==> src/rtl/mem_arbiter_pkg.sv <==
// Shared types for the two-requester memory arbiter: the mem_op transfer
// record and the requester id stored in the in-order tag FIFO.
package mem_arbiter_pkg;

    typedef struct packed {
        logic [3:0]  byte_en;
        logic [31:0] addr;
        logic [31:0] data;
    } mem_op;

    typedef enum logic {
        REQ_IMEM = 1'b0,
        REQ_DMEM = 1'b1
    } req_id_t;

    // Round-robin pick: a lone requester wins; on a tie the one not granted last time wins.
    function automatic req_id_t rr_pick(input logic imem_v, input logic dmem_v, input req_id_t last);
        req_id_t pick;
        if (imem_v && dmem_v) begin
            pick = (last == REQ_DMEM) ? REQ_IMEM : REQ_DMEM;
        end else if (dmem_v) begin
            pick = REQ_DMEM;
        end else begin
            pick = REQ_IMEM;
        end
        return pick;
    endfunction

endpackage

==> src/rtl/mem_arbiter_tag_fifo.sv <==
// One-bit-wide in-order tag FIFO recording which requester owns each in-flight put.
// A push and a pop in the same cycle are legal even when full.
module mem_arbiter_tag_fifo
    import mem_arbiter_pkg::*;
#(
    parameter int DEPTH      = 2,
    parameter int DEPTH_LOG2 = 1
) (
    input  logic    clk_i,
    input  logic    rst_n_i,
    input  logic    push_i,
    input  req_id_t push_id_i,
    input  logic    pop_i,
    output logic    full_o,
    output logic    empty_o,
    output req_id_t head_o
);

    localparam int PW = (DEPTH_LOG2 > 0) ? DEPTH_LOG2 : 1;
    localparam logic [DEPTH_LOG2:0] CNT_ONE  = (DEPTH_LOG2 + 1)'(1);
    localparam logic [DEPTH_LOG2:0] CNT_FULL = (DEPTH_LOG2 + 1)'(DEPTH);
    localparam logic [PW-1:0]       PTR_LAST = PW'(DEPTH - 1);
    localparam logic [PW-1:0]       PTR_ONE  = PW'(1);

    logic [PW-1:0]       rd_ptr_q, rd_ptr_d;
    logic [PW-1:0]       wr_ptr_q, wr_ptr_d;
    logic [DEPTH_LOG2:0] count_q,  count_d;
    req_id_t             slot_q [DEPTH];

    function automatic logic [PW-1:0] ptr_inc(input logic [PW-1:0] p);
        return (p == PTR_LAST) ? '0 : p + PTR_ONE;
    endfunction

    assign full_o  = (count_q == CNT_FULL);
    assign empty_o = (count_q == '0);
    assign head_o  = slot_q[rd_ptr_q];

    // Next-state for pointers and occupancy.
    always_comb begin
        rd_ptr_d = rd_ptr_q;
        wr_ptr_d = wr_ptr_q;
        count_d  = count_q;
        if (push_i) begin
            wr_ptr_d = ptr_inc(wr_ptr_q);
        end else begin
            wr_ptr_d = wr_ptr_q;
        end
        if (pop_i) begin
            rd_ptr_d = ptr_inc(rd_ptr_q);
        end else begin
            rd_ptr_d = rd_ptr_q;
        end
        case ({push_i, pop_i})
            2'b10:   count_d = count_q + CNT_ONE;
            2'b01:   count_d = count_q - CNT_ONE;
            default: count_d = count_q;
        endcase
    end

    // Pointer and occupancy registers, cleared by synchronous reset.
    always_ff @(posedge clk_i) begin
        if (!rst_n_i) begin
            rd_ptr_q <= '0;
            wr_ptr_q <= '0;
            count_q  <= '0;
        end else begin
            rd_ptr_q <= rd_ptr_d;
            wr_ptr_q <= wr_ptr_d;
            count_q  <= count_d;
        end
    end

    // Tag storage; stale slots are harmless because count gates every read.
    always_ff @(posedge clk_i) begin
        if (push_i) begin
            slot_q[wr_ptr_q] <= push_id_i;
        end
    end

endmodule

==> src/rtl/mem_arbiter.sv <==
// Shares one single-ported memory between IMEM and DMEM: round-robin put
// arbitration, in-order tag tracking, and combinational response routing.
module mem_arbiter
    import mem_arbiter_pkg::*;
#(
    parameter int DEPTH      = 2,
    parameter int DEPTH_LOG2 = 1
) (
    input  logic  CLK,
    input  logic  RST_N,
    input  logic  imem_put_enable,
    input  mem_op imem_put_request,
    output logic  imem_put_ready,
    input  logic  imem_get_enable,
    output logic  imem_get_ready,
    output mem_op imem_get_response,
    input  logic  dmem_put_enable,
    input  mem_op dmem_put_request,
    output logic  dmem_put_ready,
    input  logic  dmem_get_enable,
    output logic  dmem_get_ready,
    output mem_op dmem_get_response,
    output logic  mem_put_enable,
    output mem_op mem_put_request,
    input  logic  mem_put_ready,
    output logic  mem_get_enable,
    input  logic  mem_get_ready,
    input  mem_op mem_get_response
);

    req_id_t last_grant_q, last_grant_d;
    req_id_t grant_s;
    req_id_t head_s;
    logic    full_s, empty_s;
    logic    can_push_s, push_s, pop_s, get_en_s;

    assign grant_s    = rr_pick(imem_put_enable, dmem_put_enable, last_grant_q);
    assign pop_s      = get_en_s && mem_get_ready;
    // A pop in the same cycle frees a slot, so a full FIFO can still accept.
    assign can_push_s = RST_N && mem_put_ready && (!full_s || pop_s);
    assign push_s     = (imem_put_enable || dmem_put_enable) && can_push_s;

    assign imem_put_ready  = can_push_s && (grant_s == REQ_IMEM);
    assign dmem_put_ready  = can_push_s && (grant_s == REQ_DMEM);
    assign mem_put_enable  = push_s;
    assign mem_put_request = (grant_s == REQ_DMEM) ? dmem_put_request : imem_put_request;

    assign get_en_s = RST_N && !empty_s &&
                      ((head_s == REQ_IMEM) ? imem_get_enable : dmem_get_enable);
    assign mem_get_enable = get_en_s;
    assign imem_get_ready = RST_N && !empty_s && mem_get_ready && (head_s == REQ_IMEM);
    assign dmem_get_ready = RST_N && !empty_s && mem_get_ready && (head_s == REQ_DMEM);

    assign imem_get_response = mem_get_response;
    assign dmem_get_response = mem_get_response;

    // Remember the winner of each accepted put for tie-breaking.
    always_comb begin
        last_grant_d = last_grant_q;
        if (push_s) begin
            last_grant_d = grant_s;
        end else begin
            last_grant_d = last_grant_q;
        end
    end

    // Reset leaves DMEM as last winner so IMEM takes the first tie.
    always_ff @(posedge CLK) begin
        if (!RST_N) begin
            last_grant_q <= REQ_DMEM;
        end else begin
            last_grant_q <= last_grant_d;
        end
    end

    mem_arbiter_tag_fifo #(
        .DEPTH      (DEPTH),
        .DEPTH_LOG2 (DEPTH_LOG2)
    ) u_tag_fifo (
        .clk_i     (CLK),
        .rst_n_i   (RST_N),
        .push_i    (push_s),
        .push_id_i (grant_s),
        .pop_i     (pop_s),
        .full_o    (full_s),
        .empty_o   (empty_s),
        .head_o    (head_s)
    );

endmodule

==> config.mk <==
export PLATFORM = sky130hd
export DESIGN_NAME = mem_arbiter
export DESIGN_NICKNAME = d
export VERILOG_FILES = /design/src/rtl/mem_arbiter_pkg.sv /design/src/rtl/mem_arbiter_tag_fifo.sv /design/src/rtl/mem_arbiter.sv
export SDC_FILE = /design/constraint.sdc
export NUM_CORES = 1
export LEC_CHECK = 0
export CORE_AREA = 2 2 165 167
export DETAILED_ROUTE_END_ITERATION = 8
export DIE_AREA = 0 0 167 169
export PLACE_DENSITY_LB_ADDON = 0.25
export SYNTH_ARGS = -nofsm -noshare
export SYNTH_HDL_FRONTEND = slang
export SYNTH_HIERARCHICAL = 1
export SYNTH_SLANG_ARGS = --single-unit
export TNS_END_PERCENT = 20
==> constraint.sdc <==
create_clock -name CLK -period 2.15 [get_ports CLK]
set_input_delay 0.43 -clock CLK [delete_from_list [all_inputs] [get_ports CLK]]
set_output_delay 0.43 -clock CLK [all_outputs]
set_load 0.05 [all_outputs]
==> impl_metrics.json, run 1 <==
{
  "cts_root_buf": "clkbuf_16",
  "violations": "negative setup slack",
  "critPathKind": "flop to output pin",
  "seq_power_share": 0.089,
  "num_rows": 60,
  "clk_latency_ns": 0.23,
  "intPower_uw": 1130,
  "slew_viol_final": 0,
  "required_ns": 1.72,
  "diodes": 0,
  "finalCriticalPeriod_ns": 2.30,
  "syn-mean-instance-area_um2": 8.90,
  "power_switching_uw": 775,
  "drt-pass1-iter-count": 4,
  "layout-drive-gt1-share": 0.451,
  "holdBufCountCts": 0,
  "rrSetupSlack_ns": -0.13,
  "postLayoutSetupSlackWorst_ns": -0.151,
  "endpoint_kind": "output pin",
  "cts_made_buffers": 3,
  "clk_pin_slew_ns": 0.04,
  "dieHeight_um": 169,
  "cts_max_path_buffers": 2,
  "start_util": 0.0870,
  "worstPathCellList": "mux2_4 > mux2i_2 > o31a_1 > buf_4 > nor3_4 > buf_12",
  "synthFlopType": "dfxtp_1",
  "synth_nets": 472,
  "seq_area_um2": 183,
  "ios": 422,
  "area_delta_synth_final_pct": 104,
  "max-vdd-ir-drop_mv": 0.239,
  "reg2reg_to": "u_tag_fifo/count_q[1]$_SDFFE_PN0P_",
  "reg2regPathDepth": 10,
  "worstPathMaxFanout": 4,
  "cts_tree": "done",
  "timing.final.crit_share": 1.07,
  "nNetsFinal": 589,
  "cpMaxStageDelayCell": "edfxtp_1",
  "p_per_area_mw_per_mm2": 405,
  "dpl_cell_area_mm2": 0.00386,
  "rsz0062_at_grt": "yes",
  "final_cell_area_mm2": 0.00470,
  "syn_inst": 259,
  "track_usage": 0.0696,
  "synth_seq_cells": 8,
  "preCtsSetupSlack_ns": -0.396,
  "timing.rr.start": "u_tag_fifo/slot_q[0]$_DFFE_PP_",
  "clock.fmax_mhz": 435,
  "hp-class": "flop to flop",
  "startpoint_type": "flop",
  "synth_area_mm2": 0.00230,
  "hold_viol": 0,
  "htree_levels": 1,
  "max_stage_delay_ns": 0.35,
  "fin_util": 0.177,
  "grt_first_pass_wirelength_um": 14900,
  "fin_worst_skew_ns": 0.00172,
  "setup_viol": 5,
  "swShare": 0.407,
  "gp_congestion": 0.886,
  "wl_per_cell_um": 15.5,
  "crit_start": "u_tag_fifo/slot_q[0]$_DFFE_PP_",
  "totalWireLength_um": 11100,
  "max_slew_margin": 0.819,
  "dp_hpwl_um": 8250,
  "ant_nets": 0,
  "final.setup.tns_ns": -0.609,
  "drc_errors": 0,
  "grt_max_degree": 24,
  "grt_pass1_vias": 2342,
  "p_leak_uw": 0.00188,
  "clkPwrFrac": 0.168,
  "async_flop_share": 0,
  "num_vias": 2149,
  "ys_seq_area_frac": 0.0782,
  "vias_per_cell": 3.00,
  "tightest_slew_ns": 0.271,
  "power_frac_comb": 0.743,
  "clock_sinks": 8,
  "dieArea_mm2": 0.0282,
  "synth_edf_count": 2,
  "arrival_ns": 1.87,
  "drt_iter0_markers": 41,
  "setup.worst_path.end": "imem_put_ready",
  "n_fill_cell": 2915,
  "status": "finished with violations",
  "die-width_um": 167,
  "netlist-cell-type-count": 28,
  "synth-warning-count": 6,
  "antenna_found_initial": 0,
  "grt_remaining_overflow": 0,
  "fp.coreArea_mm2": 0.0265,
  "maxCapViolations": 0,
  "portBuffers": 217,
  "multi_input_area_mm2": 0.00116
}
synth_stat cells (2+ instances only):
library cell	instances	area, um^2
buf_4	137	1030
mux2_1	68	766
buf_6	7	78.8
dfxtp_1	6	120
and2_1	5	31.3
nor2_1	5	18.8
nand2_1	4	15.0
edfxtp_1	2	60.1
inv_1	2	7.51
nor2b_1	2	12.5
nor3_1	2	10.0
nor3b_1	2	15.0
xnor2_1	2	17.5
stage by stage:
step | power [uW] | hold WS, ns | cells
2_1_floorplan | 1470 | 0.466 | 259
3_3_place_gp | 1320 | 0.483 | 687
3_5_place_dp | 1320 | 0.499 | 687
4_1_cts | 1900 | 0.514 | 714
5_1_grt | 1990 | 0.528 | 716
6_report | 1910 | 0.519 | 716
cells by family after synthesis:
family / Yosys count / share of synthesized area
compound gates: 6 / 0.0195
xor+xnor: 3 / 0.0114
fa+ha+maj: 1 / 0.00543
buf+inv: 146 / 0.484
flops: 8 / 0.0782
mux: 70 / 0.341
simple gates: 25 / 0.0603
cells in the final DEF (no fill, tap or decap), types with 2 or more instances in the layout:
master,instances
dfxtp_1,4
and2_1,4
nor2_1,4
nand2_1,3
mux2_2,12
clkbuf_16,4
mux2_1,31
buf_16,6
nor2b_1,2
xnor2_1,2
buf_6,62
buf_4,28
dfxtp_2,2
buf_12,12
nor3_4,2
clkdlybuf4s50_1,141
mux2_4,26
edfxtp_1,2
nor3b_2,2
buf_8,3
layer usage:
| layer | vias to the layer above | share of wire | GRT usage |
|---|---|---|---|
| met1 | 990 | 0.38 | 0.0793 |
| met5 | - | 0 | 0 |
| li1 | 961 | - | - |
| met2 | 179 | 0.49 | 0.122 |
| met3 | 19 | 0.11 | 0.0295 |
| met4 | 0 | 0.015 | 0.0139 |
how the worst min path moves through the flow:
stage                                            start                            endpoint  slack, ns  cells past startpoint
global placement    u_tag_fifo/count_q[1]$_SDFFE_PN0P_  u_tag_fifo/count_q[1]$_SDFFE_PN0P_       0.48                      2
floorplan           u_tag_fifo/count_q[1]$_SDFFE_PN0P_  u_tag_fifo/count_q[1]$_SDFFE_PN0P_       0.47                      2
global route        u_tag_fifo/count_q[1]$_SDFFE_PN0P_  u_tag_fifo/count_q[1]$_SDFFE_PN0P_       0.53                      2
CTS                 u_tag_fifo/count_q[1]$_SDFFE_PN0P_  u_tag_fifo/count_q[1]$_SDFFE_PN0P_       0.51                      2
finish              u_tag_fifo/count_q[1]$_SDFFE_PN0P_  u_tag_fifo/count_q[1]$_SDFFE_PN0P_       0.52                      2
detailed placement  u_tag_fifo/count_q[1]$_SDFFE_PN0P_  u_tag_fifo/count_q[1]$_SDFFE_PN0P_       0.50                      2
cell type report:
class                      count  share of cell area
timing repair buffer         256               0.605
multi-input combinational    105               0.247
tap                          341              0.0907
sequential                     8              0.0388
clock buffer                   4              0.0168
inverter                       2             0.00160
worst max-delay path, delay by kind of cell, from the launching register on:
kind / cells / cell delay, ns
compound gates: 1 / 0.33
flops: 1 / 0.35
mux: 2 / 0.47
buf+inv: 2 / 0.33
simple gates: 1 / 0.16
power groups by stage:
stage | registers, uW | logic (uW) | clock network [uW]
floorplan | 170 | 1300 | 0
global placement | 171 | 1150 | 0
detailed placement | 172 | 1150 | 0
CTS | 170 | 1400 | 329
global route | 171 | 1470 | 341
finish | 170 | 1420 | 320
timing repair:
item,4_1_cts,5_1_grt
setup endpoints to repair,73,52
pin swaps,6,3
cloned,6,1
resized for setup,103,27
endpoints found under the hold margin,0,0
buffers inserted,17,3
(Power assumes the default switching activity.)
==> run 2, diff against run 1 <==
--- a/config.mk
+++ b/config.mk
@@ -8,6 +8,7 @@
 export CORE_AREA = 2 2 165 167
 export DETAILED_ROUTE_END_ITERATION = 8
 export DIE_AREA = 0 0 167 169
+export MAX_ROUTING_LAYER = met4
 export PLACE_DENSITY_LB_ADDON = 0.25
 export SYNTH_ARGS = -nofsm -noshare
 export SYNTH_HDL_FRONTEND = slang
==> run 2 against run 1 <==
Net effect:
- the run still ends with negative setup slack left
- combinational power barely moved
- sequential cell count did not move
- utilization did not move
- setup slack barely moved
- critical path depth did not move
- maximum frequency barely moved
- sequential share of layout area did not move
==> impl_metrics.json, run 2 (synthesis results as in run 1) <==
{
  "nNetsFinal": 589,
  "portBuffers": 217,
  "endpoint_kind": "output pin",
  "crit_start": "u_tag_fifo/slot_q[0]$_DFFE_PP_",
  "grt_first_pass_wirelength_um": 14900,
  "stdcell_count": 716,
  "required_ns": 1.72,
  "fin_worst_skew_ns": 0.00172,
  "hp-class": "flop to flop",
  "cts_max_path_buffers": 2,
  "top_layer_used": "met4",
  "critPathKind": "flop to output pin",
  "layout-drive-gt1-share": 0.448,
  "gp_congestion": 0.901,
  "num_rows": 60,
  "worstPathMaxFanout": 4,
  "diodes": 0,
  "dr_wl_met2_um": 5480,
  "dpl.cell_count": 687,
  "cts_root_buf": "clkbuf_16",
  "drc_errors": 0,
  "track_usage": 0.0716,
  "p_per_area_mw_per_mm2": 405,
  "startpoint_type": "flop",
  "wl_per_cell_um": 15.5,
  "hold_ws_ns": 0.519,
  "postLayoutSetupSlackWorst_ns": -0.151,
  "grt_remaining_overflow": 0,
  "maxCapViolations": 0,
  "dieArea_mm2": 0.0282,
  "cts_tree": "done",
  "grt_max_degree": 24,
  "final_common_cell": "clkdlybuf4s50_1",
  "dieHeight_um": 169,
  "slew_viol_final": 0,
  "min-delay-start": "u_tag_fifo/count_q[1]$_SDFFE_PN0P_",
  "ios": 422,
  "tightest_slew_ns": 0.271,
  "totalPowerFinal_uw": 1910,
  "antenna_found_initial": 0,
  "clock_sinks": 8,
  "drt-pass1-iter-count": 4,
  "timing.final.crit_share": 1.07,
  "violations": "negative setup slack",
  "max_slew_margin": 0.819,
  "num_vias": 2151,
  "clk_pin_slew_ns": 0.04,
  "totalWireLength_um": 11100,
  "finalCriticalPeriod_ns": 2.30,
  "vias_per_cell": 3.00,
  "status": "finished with violations",
  "htree_levels": 1,
  "p_leak_uw": 0.00188,
  "grt_pass1_vias": 2341,
  "hold_viol": 0,
  "layout_common_cells": "clkdlybuf4s50_1, buf_6, mux2_1",
  "rsz0062_at_grt": "yes",
  "met3_wirelength_um": 1250,
  "fp.coreArea_mm2": 0.0265,
  "max_stage_delay_ns": 0.35,
  "setup_viol": 5,
  "clock.fmax_mhz": 435,
  "die-width_um": 167,
  "worstPathCellList": "mux2_4 > mux2i_2 > o31a_1 > buf_4 > nor3_4 > buf_12",
  "drt_iter0_markers": 45,
  "timing.rr.start": "u_tag_fifo/slot_q[0]$_DFFE_PP_",
  "start_util": 0.0870,
  "area_delta_synth_final_pct": 104,
  "cpMaxStageDelayCell": "edfxtp_1",
  "max-vdd-ir-drop_mv": 0.239,
  "clk_latency_ns": 0.23,
  "cts_made_buffers": 3,
  "arrival_ns": 1.87,
  "wirelength_met1_um": 4210,
  "dp_hpwl_um": 8250,
  "ant_nets": 0
}
## run 2: what timing repair did
item | 4_1_cts | 5_1_grt
setup endpoints to repair | 73 | 52
resized for setup | 103 | 26
hold buffers | 0 | 0
setup buffers | 17 | 3
pin swaps | 6 | 3
gates cloned | 6 | 1
## run 2: worst max-delay path: cells and delay by family, from the launching register on
| family | cells | cell delay (ns) |
|---|---|---|
| muxes | 2 | 0.47 |
| DFF | 1 | 0.35 |
| AOI/OAI and AO/OA | 1 | 0.33 |
| buffers and inverters | 2 | 0.33 |
| and+or+nand+nor | 1 | 0.16 |
## run 2: routing by layer
| metal | vias up | track usage |
|---|---|---|
| met2 | 179 | 0.122 |
| met4 | 0 | 0.0139 |
| met3 | 19 | 0.0290 |
| li1 | 960 | - |
| met5 | - | - |
| met1 | 993 | 0.0796 |
## run 2: final timing paths
| check | cells past startpoint | endpoint | slack [ns] |
|---|---|---|---|
| max | 6 | imem_put_ready | -0.15 |
| min reg2reg | 2 | u_tag_fifo/count_q[1]$_SDFFE_PN0P_ | 0.52 |
| max reg2reg | 10 | u_tag_fifo/count_q[1]$_SDFFE_PN0P_ | -0.13 |
| min | 2 | u_tag_fifo/count_q[1]$_SDFFE_PN0P_ | 0.52 |
## run 2: cell type report
type	instances	area (um^2)
Sequential cell	8	183
Inverter	2	7.51
Timing Repair Buffer	256	2840
Tap cell	341	427
Multi-Input combinational cell	105	1160
Clock buffer	4	78.8
Fill cell	2915	21800
## run 2: report_power, final
part | internal, uW | total [uW] | switching [uW]
logic | 719 | 1420 | 697
registers | 164 | 170 | 6.53
clock network | 247 | 320 | 72.7
total | 1130 | 1910 | 776
## run 2: stage by stage
step,area (um^2),util,setup TNS [ns],setup WS (ns)
6_report,4700,0.177,-0.609,-0.151
3_3_place_gp,3860,0.146,-19.47,-0.406
4_1_cts,4600,0.174,-0.669,-0.169
3_5_place_dp,3860,0.146,-18.63,-0.396
2_1_floorplan,2350,-,-1.16,-0.385
5_1_grt,4700,0.177,-1.57,-0.233
